===== config.mk =====
export PLATFORM = sky130hd
export DESIGN_NAME = alu_issue_queue
export DESIGN_NICKNAME = d
export VERILOG_FILES = /design/src/rtl/alu_issue_queue.sv
export SDC_FILE = /design/constraint.sdc
export NUM_CORES = 1
export LEC_CHECK = 0
export CELL_PAD_IN_SITES_DETAIL_PLACEMENT = 2
export CELL_PAD_IN_SITES_GLOBAL_PLACEMENT = 2
export CORE_MARGIN = 5
export CORE_UTILIZATION = 40
export DETAILED_ROUTE_END_ITERATION = 16
export HOLD_SLACK_MARGIN = 0.05
export PLACE_DENSITY = 0.83
export SYNTH_ARGS = -nofsm -noshare
export SYNTH_HDL_FRONTEND = slang
export SYNTH_SLANG_ARGS = --single-unit

===== constraint.sdc =====
create_clock -name clk -period 2.66 [get_ports clk]
set_clock_uncertainty 0.15 [all_clocks]
set_input_delay 0.665 -clock clk [delete_from_list [all_inputs] [get_ports clk]]
set_output_delay 0.665 -clock clk [all_outputs]
set_load 0.005 [all_outputs]

===== src/rtl/alu_issue_queue.sv =====
// Issue queue in front of a combinational ALU: buffers requests in a small FIFO,
// issues them one at a time and returns each captured result through a valid/ready handshake.
module alu_issue_queue #(
  parameter int DATA_W = 4,
  parameter int OP_W   = 3,
  parameter int DEPTH  = 4,
  parameter int ADDR_W = 2
) (
  input  logic              clk,
  input  logic              rst_n,
  input  logic              in_valid,
  output logic              in_ready,
  input  logic [OP_W-1:0]   in_opcode,
  input  logic [DATA_W-1:0] in_opnd_1,
  input  logic [DATA_W-1:0] in_opnd_2,
  output logic [OP_W-1:0]   alu_opcode,
  output logic [DATA_W-1:0] alu_opnd_1,
  output logic [DATA_W-1:0] alu_opnd_2,
  input  logic [DATA_W-1:0] alu_result,
  output logic              res_valid,
  input  logic              res_ready,
  output logic [DATA_W-1:0] res_data,
  output logic [OP_W-1:0]   res_opcode,
  output logic [ADDR_W:0]   count
);

  localparam int ENT_W = OP_W + 2 * DATA_W;

  typedef enum logic [1:0] {IDLE, EXEC, RESULT} state_t;

  state_t              state_q, state_d;
  logic [ENT_W-1:0]    mem_q [DEPTH];
  logic [ENT_W-1:0]    mem_d [DEPTH];
  logic [ADDR_W-1:0]   wr_ptr_q, wr_ptr_d;
  logic [ADDR_W-1:0]   rd_ptr_q, rd_ptr_d;
  logic [ADDR_W:0]     count_q, count_d;
  logic [OP_W-1:0]     alu_opcode_q, alu_opcode_d;
  logic [DATA_W-1:0]   alu_opnd_1_q, alu_opnd_1_d;
  logic [DATA_W-1:0]   alu_opnd_2_q, alu_opnd_2_d;
  logic                res_valid_q, res_valid_d;
  logic [DATA_W-1:0]   res_data_q, res_data_d;
  logic [OP_W-1:0]     res_opcode_q, res_opcode_d;
  logic                push, pop;
  logic [ENT_W-1:0]    head;

  assign in_ready   = (count_q != (ADDR_W+1)'(DEPTH));
  assign alu_opcode = alu_opcode_q;
  assign alu_opnd_1 = alu_opnd_1_q;
  assign alu_opnd_2 = alu_opnd_2_q;
  assign res_valid  = res_valid_q;
  assign res_data   = res_data_q;
  assign res_opcode = res_opcode_q;
  assign count      = count_q;
  assign head       = mem_q[rd_ptr_q];

  always_comb begin
    push = in_valid && in_ready;
    // RESULT always has res_valid set, so res_ready alone completes the handshake
    pop  = (count_q != '0) &&
           ((state_q == IDLE) || ((state_q == RESULT) && res_ready));

    mem_d        = mem_q;
    wr_ptr_d     = wr_ptr_q;
    rd_ptr_d     = rd_ptr_q;
    count_d      = count_q;
    state_d      = state_q;
    alu_opcode_d = alu_opcode_q;
    alu_opnd_1_d = alu_opnd_1_q;
    alu_opnd_2_d = alu_opnd_2_q;
    res_valid_d  = res_valid_q;
    res_data_d   = res_data_q;
    res_opcode_d = res_opcode_q;

    if (push) begin
      mem_d[wr_ptr_q] = {in_opcode, in_opnd_1, in_opnd_2};
      wr_ptr_d        = wr_ptr_q + 1'b1;
    end
    if (pop) begin
      rd_ptr_d                                   = rd_ptr_q + 1'b1;
      {alu_opcode_d, alu_opnd_1_d, alu_opnd_2_d} = head;
    end
    case ({push, pop})
      2'b10:   count_d = count_q + 1'b1;
      2'b01:   count_d = count_q - 1'b1;
      default: count_d = count_q;
    endcase

    case (state_q)
      IDLE: begin
        if (pop) state_d = EXEC;
      end
      EXEC: begin
        res_data_d   = alu_result;
        res_opcode_d = alu_opcode_q;
        res_valid_d  = 1'b1;
        state_d      = RESULT;
      end
      RESULT: begin
        if (res_ready) begin
          res_valid_d = 1'b0;
          state_d     = pop ? EXEC : IDLE;
        end
      end
      default: state_d = IDLE;
    endcase
  end

  always_ff @(posedge clk or negedge rst_n) begin
    if (!rst_n) begin
      state_q      <= IDLE;
      wr_ptr_q     <= '0;
      rd_ptr_q     <= '0;
      count_q      <= '0;
      alu_opcode_q <= '0;
      alu_opnd_1_q <= '0;
      alu_opnd_2_q <= '0;
      res_valid_q  <= 1'b0;
      res_data_q   <= '0;
      res_opcode_q <= '0;
    end else begin
      state_q      <= state_d;
      wr_ptr_q     <= wr_ptr_d;
      rd_ptr_q     <= rd_ptr_d;
      count_q      <= count_d;
      alu_opcode_q <= alu_opcode_d;
      alu_opnd_1_q <= alu_opnd_1_d;
      alu_opnd_2_q <= alu_opnd_2_d;
      res_valid_q  <= res_valid_d;
      res_data_q   <= res_data_d;
      res_opcode_q <= res_opcode_d;
    end
  end

  // Storage needs no reset: entries are only read after being written
  always_ff @(posedge clk) begin
    mem_q <= mem_d;
  end

endmodule


After elaboration in Yosys (flattened, before gate mapping)
Cells that the tools add are included.
{"block": "op_classes", "reduce_logical": 11, "n_eq_ne": 7, "magnitude_cmp": 3, "n_mux": 13, "n_addsub": 4, "bitwise_logic": 2}
{"op": "bitwise mux 44 bit", "n": 1}
{"op": "two-way mux 11 bit", "n": 3}
{"op": "binary-select mux 11 bit (select 2 bit)", "n": 1}
{"op": "demux 11 bit (select 2 bit)", "n": 1}
{"op": "greater-or-equal comparator 3 bit (second input constant)", "n": 2}
{"op": "NOT 2 -> 3 bit", "n": 2}
{"op": "one-hot mux 2 bit (3 select lines)", "n": 1}
{"op": "one-hot mux 3 bit (2 select lines)", "n": 1}
{"op": "adder 2 x 1 -> 2 bit (second input constant)", "n": 2}
{"op": "equality test 2 x 1 -> 1 bit (second input constant)", "n": 2}
{"op": "equality test 2 bit (second input constant)", "n": 2}
{"op": "logical AND 1 bit", "n": 4}
{"op": "two-way mux 2 bit", "n": 2}
{"op": "inequality test 2 bit (second input constant)", "n": 2}
{"op": "AND reduction 2 bit", "n": 2}
{"op": "nonzero test 2 bit", "n": 2}
{"op": "adder 3 x 1 -> 3 bit (second input constant)", "n": 1}
{"op": "less-than comparator 3 x 1 -> 1 bit (second input constant)", "n": 1}
{"op": "inequality test 3 bit (second input constant)", "n": 1}
{"op": "nonzero test 3 bit", "n": 1}
{"op": "subtractor 3 x 1 -> 3 bit (second input constant)", "n": 1}
{"op": "zero test 2 bit", "n": 1}
{"op": "two-way mux 1 bit", "n": 2}
{"op": "one-hot mux 1 bit (2 select lines)", "n": 1}
{"op": "logical OR 1 bit", "n": 1}
{"block": "totals", "word_cells": 54, "in_bits": 19, "output_inout_bits": 23, "ff_bits": 72}

Logic depth before layout (Yosys ltp)
Gate-level depths: netlist of the first run.
{"block": "logic_depth", "word_depth": 7, "mapped_depth": 9, "ltp_nobuf": 9}

Worst setup path after synthesis of the first run
OpenSTA, ideal clock, no wires.
{"block": "synth_path", "path_kind": "in2reg", "start": "input res_ready", "end": "register count_q[2], in the netlist count[2]", "setup_time_ns": 0.079, "required_ns": 2.431, "arrival_time_ns": 2.270, "path_stages": 9, "slack_ns": 0.160, "n_path_buf": 1, "path_cell_list": "and2b_1 -> nor3_4 -> buf_4 -> ha_1 -> inv_1 -> fa_1 -> xor2_1 -> nor2_1 -> xor2_1"}
{"block": "synth_between", "elab_chain_cells": 5, "elab_cells_between_ends": 7, "cone_classes": "eq/ne: 2; mux: 1; reduce/logical: 4"}
{"element": "start: declaration", "line_no": "21", "source": "input logic res_ready,"}
{"element": "logical AND 1 bit (*)", "line_no": "60", "source": "((state_q == IDLE) || ((state_q == RESULT) && res_ready));"}
{"element": "logical OR 1 bit (*)", "line_no": "60"}
{"element": "logical AND 1 bit (*)", "line_no": "59", "source": "pop = (count_q != '0) &&"}
{"element": "via pop", "line_no": "43", "source": "logic push, pop;"}
{"element": "equality test 2 x 1 -> 1 bit / equality test 2 bit (equally long branches)", "line_no": "82", "source": "case ({push, pop})"}
{"element": "one-hot mux 3 bit (2 select lines) / nonzero test 2 bit (equally long branches)"}
{"element": "end signal: assignment", "line_no": "124", "source": "count_q <= count_d;"}
{"element": "end: declaration", "line_no": "36", "source": "logic [ADDR_W:0] count_q, count_d;"}
The timed path passes the listed nets; every way through them passes the cells marked *.
A chain may end at the register's enable or synchronous reset.

Final worst setup path of the first run
{"block": "layout_path", "start": "register count_q[0], in the netlist count[0]", "end": "output in_ready"}
{"block": "layout_between", "elab_chain_cells": 1}
{"element": "inequality test 3 bit", "line_no": "46", "source": "assign in_ready = (count_q != (ADDR_W+1)'(DEPTH));"}
{"element": "end: declaration", "line_no": "12", "source": "output logic in_ready,"}
Every way passes these cells.

==> impl_metrics.yaml, run 1 <==
outcome:
  status: "completed"
clocking:
  cts.reportedPaths.clkPinSlew_ns: 0.07
  clk_latency_ns: 0.33
  htree_levels: 3
  cts_resized: 0
  post_cts_buffers: 0
  cts_tree: "built"
  post_cts_hold_buffer_count: 0
  clock_sinks: 72
  cts_buffer_depth: 2
  numCtsBuffers: 9
  root_buffer: "clkbuf_8"
layout:
  layout_commonest_cell: "edfxtp_1"
  nets: 226
  diodes: 0
  final_cell_mix: "edfxtp_1, clkdlybuf4s50_1, dfrtp_1"
  fin_util: 0.5284
  drive_gt1_frac: 0.2718
  area_growth_pct: 27.63
  seqCellArea_um2: 2022
  fillers: 622
  final_cell_count_no_fill: 302
  multi_input_area_um2: 768.2
placement:
  dpl.cell_count: 286
  post-dp-hpwl_um: 4448
  io_buffers: 41
  gp_congestion: 0.7211
synthesis:
  synth_area_leaders: "edfxtp_1, dfrtp_1, mux4_2, mux2_4, mux2_2"
  yosysWarningCount: 0
  ys_types: 28
  syn_area_um2: 2844
  synthesis.nets: 168
  syn_inst: 143
  yosysTopAreaCellShare: 0.4646
  ys_seq_area_frac: 0.7110
  synth_area_leader_cell: "edfxtp_1"
  syn_area_per_cell_um2: 19.89
  synth.ff_latch_count: 72
routing:
  drt_iter0_drc: 37
  drt-pass1-iter-count: 3
  vias: 1461
  viasPerCell: 4.838
  avgRoutedWirePerCell_um: 20.55
  wirelength_um: 6207
  ant_nets: 0
  drc_errors: 0
critical_path:
  end_kind: "primary output"
  reg2reg_slack_ns: 0.24
  worst_setup_path_start_kind: "flop"
  cp_max_fo: 6
  crit_arrival_ns: 1.69
  required_ns: 1.85
  slowest_stage: "or3b_4"
  max_stage_delay_ns: 0.46
  cp_num_buf_inv: 1
  crit_type: "flop to primary output"
  path_cells: "or3b_4, clkdlybuf4s50_1"
  cp_top_family: "simple AND/OR/NAND/NOR gates"
floorplanning:
  die_w_um: 94.32
  num_io_pins: 42
  core.rowCount: 30
  die-height_um: 94.32
  design.die.area_um2: 8896
  initial_core_util: 0.4140
  core_area_um2: 6869
global_routing:
  grt_overflow: 0
  grt_pass1_vias: 1741
  track_usage: 0.1571
  grt_pass1_wl_um: 9887
  grt_max_degree: 29
  antenna_found_initial: 0
pwr:
  irDropWorstVdd_v: 0.0004115
  power.leakage_uw: 0.001400
  powerDensity_nw_per_um2: 1216
sta:
  setup_viol_count_final: 0
  drv_slew: 0
  fmax_ghz: 0.3984
  rsz0062_at_grt: "false"
  fin_crit_sh: 0.9435
  period_minus_slack_ns: 2.510
  relSlewSlack: 0.6062
  tightest_slew_ns: 0.5907
  finalHoldViolations: 0
flow_run:
  cap_viol_max_count: 0
hold_path:
  hold_class: "flop to flop"
-- logic make-up after synthesis --
family,after synthesis,share of synthesized area
muxes,31,0.1791
xor gates and xnor gates,6,0.01848
DFF,72,0.7110
adders and majority gates,6,0.02904
and+or+nand+nor,14,0.03739
AOI/OAI and AO/OA,3,0.006160
buffers and inverters,11,0.01892
-- metrics by stage --
step	power [µW]	worst slack (ns)	area [µm²]	hold WS [ns]	TNS, ns
finish	4413	0.1502	3630	0.3596	0
global placement	3364	-0.06849	3418	0.3380	-0.06849
floorplan	2785	0.1605	2844	0.2194	0
detailed placement	3548	-0.1943	3418	0.3498	-0.1943
global route	4693	0.04550	3630	0.3845	0
CTS	4501	0.1223	3630	0.3670	0
-- synthesized netlist by cell type --
cell type	n
dfrtp_1	28
mux2i_1	1
and2_4	1
nor3_4	1
ha_1	5
buf_6	1
mux4_1	1
and3_1	4
buf_4	1
fa_1	1
xnor2_1	2
a21oi_1	2
and2b_1	1
buf_2	1
nor2_2	1
or3b_4	1
nor3_1	1
mux2_2	10
nor3_2	1
nor4b_1	1
mux4_2	10
xor2_1	4
edfxtp_1	44
mux2_4	9
nand2_1	1
inv_1	8
a21o_1	1
nor2_1	1
-- power by group --
group / internal (µW) / total, µW / switching, µW
combinational: 1010 / 1630 / 624
sequential: 1570 / 1860 / 288
clock: 524 / 919 / 395
total: 3110 / 4410 / 1310
-- path summary, 6_finish.rpt --
kind                                 end  depth (start not counted)   startpoint
setup / recovery                in_ready                          2     count[0]
hold / removal               res_data[2]                          1  res_data[2]
setup reg to reg                count[2]                          9     count[0]
hold reg to reg              res_data[2]                          1  res_data[2]
max in group asynchronous    rd_ptr_q[0]                          2        rst_n
min in group asynchronous  res_opcode[1]                          2        rst_n
-- area by class of cell --
type / count / share of cell area
clock buffers: 10 / 0.03516
clock inverters: 6 / 0.02310
inverters: 8 / 0.008273
multi-input cells: 60 / 0.2117
flip-flops and latches: 72 / 0.5570
well taps: 96 / 0.03309
repair buffers: 50 / 0.1317
-- registers in the layout, summed over array words and instances, names as in the netlist --
signal / flops
alu_opcode: 3
alu_opnd_1: 4
alu_opnd_2: 4
count: 3
mem_q: 44
rd_ptr_q: 2
res_data: 4
res_opcode: 3
res_valid: 1
state_q: 2
wr_ptr_q: 2
-- routing by layer --
layer,GRT usage,vias to the layer above,part of all wire
met5,0,-,0
met4,0.06859,0,0.012
met3,0.04006,4,0.040
li1,-,659,-
met2,0.2760,35,0.55
met1,0.1807,763,0.40
No activity file was read; power rests on OpenSTA's default activity.
==> run 2: changes to the inputs <==
- clock period: 2.66 -> 2.64 ns (I/O delays scaled with it)
==> results of run 2 <==
The final DEF is identical to that of run 1. Status: completed.
Main changes from that run: setup slack after placement -0.1943 ns -> -0.2093 ns; setup slack after layout 0.1502 ns -> 0.1352 ns; register-to-register setup slack 0.24 ns -> 0.22 ns; total power 4413 µW -> 4447 µW; worst IR drop on VDD 0.0004115 V -> 0.0004146 V
